`config.mk`:
```
export PLATFORM = sky130hd
export DESIGN_NAME = led_pwm_ctrl
export DESIGN_NICKNAME = d
export VERILOG_FILES = /design/src/rtl/led_pwm_ctrl.sv
export SDC_FILE = /design/constraint.sdc
export NUM_CORES = 1
export LEC_CHECK = 0
export ABC_AREA = 1
export BUFFER_PORTS_ARGS = -buffer_cell sky130_fd_sc_hd__buf_2
export CORE_AREA = 4 4 145 147
export DETAILED_ROUTE_END_ITERATION = 8
export DIE_AREA = 0 0 149 151
export MAX_ROUTING_LAYER = met4
export PLACE_DENSITY_LB_ADDON = 0.12
export SLEW_MARGIN = 15
export SYNTH_ARGS = -nofsm -noshare
export SYNTH_HDL_FRONTEND = slang
export SYNTH_SLANG_ARGS = --single-unit
```
`constraint.sdc`:
```
create_clock -name clk -period 3.1 [get_ports clk]
set_clock_uncertainty 0.1 [all_clocks]
set_input_delay 0.31 -clock clk [delete_from_list [all_inputs] [get_ports clk]]
set_output_delay 0.31 -clock clk [all_outputs]
set_load 0.02 [all_outputs]
```
`src/rtl/led_pwm_ctrl.sv`:
```
// LED PWM controller: per-channel duty with static, blink and breathe modes on a register bus.
// pwm and frame are registered one clock behind the PWM counter; reads are combinational.
module led_pwm_ctrl #(
    parameter int         NCH   = 3,
    parameter int         PWM_W = 8,
    parameter int         PRE_W = 16,
    parameter logic [6:0] BASE  = 7'h10
) (
    input  logic           clk,
    input  logic           reset_n,
    input  logic           we,
    input  logic           re,
    input  logic [6:0]     addr,
    input  logic [31:0]    wdat,
    output logic [31:0]    rdat,
    output logic           hit,
    output logic [NCH-1:0] pwm,
    output logic           frame
);
    localparam logic [6:0]       NREG = 7'(2 + 2 * NCH);
    localparam logic [PWM_W-1:0] ONE  = PWM_W'(1);

    logic                 en;
    logic [PRE_W-1:0]     presc;
    logic [PWM_W-1:0]     duty [NCH];
    logic [1:0]           mode [NCH];
    logic [7:0]           rate [NCH];

    logic [PRE_W-1:0]     pc;
    logic [PWM_W-1:0]     cnt;
    logic [PWM_W-1:0]     lev  [NCH];
    logic [7:0]           fc   [NCH];
    logic [NCH-1:0]       phase;
    logic [NCH-1:0]       dir_dn;

    logic [6:0]           off;
    logic                 wr_ctrl, wr_presc, en_nxt, tick, frame_end;
    logic [NCH-1:0]       wr_duty, wr_mode, step;
    logic                 unused;

    assign off       = addr - BASE;
    assign hit       = (addr >= BASE) && (off < NREG);
    assign wr_ctrl   = we && hit && (off == 7'd0);
    assign wr_presc  = we && hit && (off == 7'd1);
    assign en_nxt    = wr_ctrl ? wdat[0] : en;
    assign tick      = en && (pc == presc);
    assign frame_end = tick && (cnt == '1);
    assign unused    = ^{re, wdat};

    always_comb begin
        wr_duty = '0;
        wr_mode = '0;
        step    = '0;
        for (int i = 0; i < NCH; i++) begin
            wr_duty[i] = we && hit && (off == 7'(2 + 2 * i));
            wr_mode[i] = we && hit && (off == 7'(3 + 2 * i));
            step[i]    = (fc[i] == rate[i]);
        end
    end

    always_comb begin
        rdat = '0;
        if (hit) begin
            if (off == 7'd0) rdat = {8'(NCH), 8'(PWM_W), 15'b0, en};
            if (off == 7'd1) rdat = 32'(presc);
            for (int i = 0; i < NCH; i++) begin
                if (off == 7'(2 + 2 * i)) rdat = 32'(duty[i]);
                if (off == 7'(3 + 2 * i)) rdat = {16'b0, rate[i], 6'b0, mode[i]};
            end
        end
    end

    always_ff @(posedge clk or negedge reset_n) begin
        if (!reset_n) begin
            en    <= 1'b0;
            presc <= '0;
            for (int i = 0; i < NCH; i++) begin
                duty[i] <= '0;
                mode[i] <= '0;
                rate[i] <= '0;
            end
        end else begin
            en <= en_nxt;
            if (wr_presc) presc <= wdat[PRE_W-1:0];
            for (int i = 0; i < NCH; i++) begin
                if (wr_duty[i]) duty[i] <= wdat[PWM_W-1:0];
                if (wr_mode[i]) begin
                    mode[i] <= wdat[1:0];
                    rate[i] <= wdat[15:8];
                end
            end
        end
    end

    always_ff @(posedge clk or negedge reset_n) begin
        if (!reset_n) begin
            pc     <= '0;
            cnt    <= '0;
            pwm    <= '0;
            frame  <= 1'b0;
            phase  <= '0;
            dir_dn <= '0;
            for (int i = 0; i < NCH; i++) begin
                lev[i] <= '0;
                fc[i]  <= '0;
            end
        end else begin
            // Disabling acts on the write edge itself so pwm is low the next clock.
            if (!en_nxt) begin
                pc    <= '0;
                cnt   <= '0;
                pwm   <= '0;
                frame <= 1'b0;
            end else begin
                frame <= frame_end;
                if (en) begin
                    pc <= tick ? '0 : pc + PRE_W'(1);
                    if (tick) cnt <= cnt + ONE;
                end
                for (int i = 0; i < NCH; i++) pwm[i] <= en && (cnt < lev[i]);
            end

            for (int i = 0; i < NCH; i++) begin
                if (!en_nxt || wr_mode[i]) begin
                    lev[i]    <= '0;
                    fc[i]     <= '0;
                    phase[i]  <= 1'b0;
                    dir_dn[i] <= 1'b0;
                end else if (frame_end) begin
                    fc[i] <= step[i] ? 8'd0 : fc[i] + 8'd1;
                    case (mode[i])
                        2'd1: begin
                            phase[i] <= phase[i] ^ step[i];
                            lev[i]   <= (phase[i] ^ step[i]) ? duty[i] : '0;
                        end
                        2'd2: if (step[i]) begin
                            if (!dir_dn[i]) begin
                                // Also catches a duty lowered beneath the current level.
                                if (lev[i] >= duty[i]) begin
                                    lev[i]    <= duty[i];
                                    dir_dn[i] <= 1'b1;
                                end else begin
                                    lev[i] <= lev[i] + ONE;
                                    if (lev[i] + ONE == duty[i]) dir_dn[i] <= 1'b1;
                                end
                            end else begin
                                if (lev[i] != '0) lev[i] <= lev[i] - ONE;
                                if (lev[i] <= ONE) dir_dn[i] <= 1'b0;
                            end
                        end
                        default: lev[i] <= duty[i];
                    endcase
                end
            end
        end
    end
endmodule
```
==> impl_metrics.env <==
export IMPL_wl_um=33300
export IMPL_path_class="input pin to output pin"
export IMPL_drt_drc_violations_left=0
export IMPL_buffer_ports_inserted=49
export IMPL_place_gp_congestion=0.955
export IMPL_internal_power_mw=3.31
export IMPL_cts_inserted_buffers=17
export IMPL_maxClockFrequency_ghz=0.350
export IMPL_postSynth_topFlopCell="sky130_fd_sc_hd__dfrtp_1"
export IMPL_worst_path_max_fanout=16
export IMPL_post_synth_top_area_cell="sky130_fd_sc_hd__dfrtp_1"
export IMPL_mappedNetlistArea_um2=11600
export IMPL_cts_max_path_buffers=2
export IMPL_placed_cells_incl_taps=1981
export IMPL_detailedRoute_firstIterationViolations=812
export IMPL_switching_share_pct=26.1
export IMPL_worstPathArrival_ns=2.45
export IMPL_detail_route_vias_per_cell=5.60
export IMPL_worst_slew_pin_slew_ns=0.545
export IMPL_clkSlewWorstSetupHoldPaths_ns=0.07
export IMPL_placement_rows=52
export IMPL_initial_util_pct=58.4
export IMPL_setup_repair_after_global_routing_missed_its_margin="false"
export IMPL_finalCoreUtilization_pct=64.0
export IMPL_path_category_of_the_worst_min_delay_check="input pin to flop"
export IMPL_cts_htree_levels=4
export IMPL_syn_to_final_growth_pct=9.71
export IMPL_worst_setup_path_end_kind="output pin"
export IMPL_yosys_top_cells_area="sky130_fd_sc_hd__dfrtp_1 (33%), sky130_fd_sc_hd__nand2_1 (16%), sky130_fd_sc_hd__ha_1 (7.5%)"
export IMPL_antenna_found_initial=1
export IMPL_clock_tree_root_cell="sky130_fd_sc_hd__clkbuf_16"
export IMPL_cts_post_setup_buffers_inserted=0
export IMPL_yosysWarningCount=0
export IMPL_post_synth_top_area_fraction_pct=32.9
export IMPL_core_region_area_um2=19900
export IMPL_finalCriticalPeriod_ns=2.86
export IMPL_finalSetupViolCount=0
export IMPL_via_count=11290
export IMPL_run_status="finished clean"
export IMPL_clock_sinks=153
export IMPL_netSwitchingPower_mw=1.17
export IMPL_grt_remaining_overflow=0
export IMPL_dieHeight_um=151
export IMPL_power_density_nw_per_um2=352
export IMPL_postCtsHoldBufs=3
export IMPL_hpwl_um=25600
export IMPL_synth_edf_count=0
export IMPL_fillerInstances=1850
export IMPL_postRouteAntennaNets=0
export IMPL_finish_net_count=1846
export IMPL_clock_power_share_pct=49.6
export IMPL_ctsResizeCount=0
export IMPL_multiInputGateArea_um2=6710
export IMPL_async_flop_share_pct=100
export IMPL_ys_seq_elements=153
export IMPL_fin_hold_viols=0
export IMPL_period_share_pct=92.1
export IMPL_sequential_cell_area_um2=3830
export IMPL_vdd_ir_drop_worst_v=0.000365
export IMPL_required_ns=2.69
export IMPL_finalMaxSlewViolations=0
export IMPL_maxCapViolCount=0
export IMPL_synth_avg_cell_area_um2=6.90
export IMPL_grt_use_total_pct=30.9
export IMPL_pin_count_of_the_biggest_net_entering_global_routing=58
export IMPL_cellLeakagePower_nw=6.28
export IMPL_die_area_um2=22500
export IMPL_p_comb_share_pct=5.5
export IMPL_die_w_um=149
export IMPL_totalNegativeSetupSlack_ns=0
export IMPL_timing_slew_headroom_pct=63.6
export IMPL_sequential_area_share_after_synthesis_pct=32.9
export IMPL_first_global_vias=10139
export IMPL_synthCells=1685
export IMPL_unique_cell_type_count_in_the_yosys_netlist=49
export IMPL_io_pins=80
export IMPL_power_sequential_fraction_pct=44.9
export IMPL_final_layout_size_suffix_gt1_share_pct=9.05
export IMPL_final_instance_count_excl_fill=2017
export IMPL_wl_per_cell_um=16.5
export IMPL_grt_first_pass_wirelength_um=53200
export IMPL_insertion_delay_ns=0.44
export IMPL_tritoncts_clock_tree="done"
export IMPL_detailedRoute_firstPassIterationCount=5
export IMPL_worstSetupStartpointType="input pin"
==> worst paths after layout <==
path / slack, ns / cells past startpoint / from / to
max in group asynchronous: 1.96 / 3 / reset_n / fc[16]$_DFFE_PN0P_
worst max register to register: 0.59 / 14 / lev[8]$_DFFE_PN0P_ / lev[10]$_DFFE_PN0P_
worst min register to register: 0.42 / 2 / presc[1]$_DFFE_PN0P_ / presc[1]$_DFFE_PN0P_
min in group asynchronous: 0.26 / 2 / reset_n / lev[15]$_DFFE_PN0P_
worst max-delay path: 0.24 / 13 / addr[4] / rdat[2]
worst min-delay path: 0.03 / 3 / wdat[9] / rate[17]$_DFFE_PN0P_
==> cell usage in the layout, fill, tap and decap left out, types with 4 or more instances in the layout <==
cell type	instances
sky130_fd_sc_hd__inv_8	4
sky130_fd_sc_hd__nand2_2	10
sky130_fd_sc_hd__a31oi_1	4
sky130_fd_sc_hd__o211ai_1	5
sky130_fd_sc_hd__buf_2	48
sky130_fd_sc_hd__inv_2	16
sky130_fd_sc_hd__xnor2_1	22
sky130_fd_sc_hd__nand3_1	138
sky130_fd_sc_hd__o21ai_0	145
sky130_fd_sc_hd__a211oi_1	9
sky130_fd_sc_hd__inv_6	6
sky130_fd_sc_hd__nand2_1	494
sky130_fd_sc_hd__clkbuf_16	17
sky130_fd_sc_hd__ha_1	70
sky130_fd_sc_hd__o22ai_1	4
sky130_fd_sc_hd__a221oi_1	5
sky130_fd_sc_hd__nor3_1	24
sky130_fd_sc_hd__o31ai_1	5
sky130_fd_sc_hd__a21oi_1	76
sky130_fd_sc_hd__nor2_4	5
sky130_fd_sc_hd__xor2_1	26
sky130_fd_sc_hd__nor2_2	5
sky130_fd_sc_hd__nand2_4	6
sky130_fd_sc_hd__nor2_1	128
sky130_fd_sc_hd__o21a_1	6
sky130_fd_sc_hd__inv_1	196
sky130_fd_sc_hd__nand3_2	5
sky130_fd_sc_hd__conb_1	13
sky130_fd_sc_hd__nand4_1	39
sky130_fd_sc_hd__dfrtp_1	153
sky130_fd_sc_hd__nand3b_1	4
sky130_fd_sc_hd__o21ai_1	7
sky130_fd_sc_hd__buf_4	16
==> critical path, cell delays in order <==
cell and delay (ns):
sky130_fd_sc_hd__buf_2 0.10, sky130_fd_sc_hd__inv_1 0.04, sky130_fd_sc_hd__ha_1 0.19, sky130_fd_sc_hd__inv_1 0.06
sky130_fd_sc_hd__nand2_1 0.06, sky130_fd_sc_hd__nand2_2 0.09, sky130_fd_sc_hd__nand2_2 0.11, sky130_fd_sc_hd__inv_2 0.12
sky130_fd_sc_hd__nand2_1 0.30, sky130_fd_sc_hd__o21ai_0 0.26, sky130_fd_sc_hd__o21ai_0 0.14, sky130_fd_sc_hd__a211oi_1 0.40
sky130_fd_sc_hd__buf_2 0.24
==> synthesized netlist by cell type, types with 2 or more instances <==
master and n:
sky130_fd_sc_hd__o21ai_0 145, sky130_fd_sc_hd__buf_4 18, sky130_fd_sc_hd__o31ai_1 5, sky130_fd_sc_hd__nand3_2 5
sky130_fd_sc_hd__nand2_1 494, sky130_fd_sc_hd__nor2_2 5, sky130_fd_sc_hd__o21ai_1 7, sky130_fd_sc_hd__a211oi_1 9
sky130_fd_sc_hd__ha_1 70, sky130_fd_sc_hd__nor2_1 128, sky130_fd_sc_hd__buf_2 2, sky130_fd_sc_hd__o21a_1 6
sky130_fd_sc_hd__nand4_1 39, sky130_fd_sc_hd__dfrtp_1 153, sky130_fd_sc_hd__clkbuf_1 27, sky130_fd_sc_hd__xor2_1 26
sky130_fd_sc_hd__nand2_8 3, sky130_fd_sc_hd__inv_2 16, sky130_fd_sc_hd__nand3_1 138, sky130_fd_sc_hd__o211ai_1 5
sky130_fd_sc_hd__o22ai_1 4, sky130_fd_sc_hd__xnor2_1 22, sky130_fd_sc_hd__o21ai_2 2, sky130_fd_sc_hd__nor3_1 24
sky130_fd_sc_hd__inv_1 196, sky130_fd_sc_hd__or2_1 3, sky130_fd_sc_hd__nor4_1 3, sky130_fd_sc_hd__nand2_2 10
sky130_fd_sc_hd__nor2_4 5, sky130_fd_sc_hd__nor2_8 3, sky130_fd_sc_hd__buf_6 4, sky130_fd_sc_hd__a31oi_1 4
sky130_fd_sc_hd__nand3b_1 4, sky130_fd_sc_hd__a221oi_1 5, sky130_fd_sc_hd__a21oi_1 76, sky130_fd_sc_hd__nand2_4 6
==> state kept, by name, summed over array words and instances (netlist names) <==
name and cells:
pwm 3, frame 1, phase 3, presc 16
mode 6, en 1, duty 24, dir_dn 3
cnt 8, rate 24, pc 16, fc 24
lev 24
==> power groups by stage <==
stage	logic [mW]	clock network, mW	registers, mW
floorplan	0.141	0	2.05
global placement	0.239	0	2.05
detailed placement	0.241	0	2.05
CTS	0.245	2.24	2.01
global route	0.274	2.34	2.02
finish	0.245	2.23	2.02
==> cell families (layout without fill, tap and decap cells) <==
logic type / count (synthesis) / after routing / share of synthesized area [%]
AO/OA/AOI/OAI: 272 / 272 / 12.7
other: 1 / 14 / 0.0323
flip-flops: 153 / 153 / 32.9
adder cells (fa/ha/maj): 70 / 70 / 7.54
buffers and inverters: 268 / 317 / 9.72
XOR/XNOR: 49 / 49 / 3.81
AND/OR/NAND/NOR: 872 / 872 / 33.3
==> routing by layer <==
layer / share of wire [%] / GRT usage [%] / wire, um
met4: 2.4 / 8.38 / 784
met5: 0 / - / 0
met1: 44 / 41.9 / 14700
met3: 7.4 / 4.91 / 2480
met2: 46 / 48.7 / 15300
==> final cells by class <==
class | count | area share (%)
multi-input combinational | 1276 | 52.6
sequential | 153 | 30.0
inverter | 215 | 6.39
timing repair buffer | 70 | 3.46
clock buffer | 18 | 3.44
tap | 270 | 2.65
clock inverter | 14 | 1.39
antenna | 1 | 0.0196
==> metrics by stage <==
stage                     worst slack [ns]  power, mW  area (um2)  hold WS [ns]
after CTS                            0.355       4.50       12700        0.0122
after global routing                0.0792       4.63       12800        0.0319
after global placement               0.396       2.29       12100         0.161
after detailed placement             0.360       2.29       12100         0.158
final                                0.244       4.49       12800        0.0285
after floorplan                      0.695       2.19       11700       -0.0856
(Power assumes the default switching activity.)
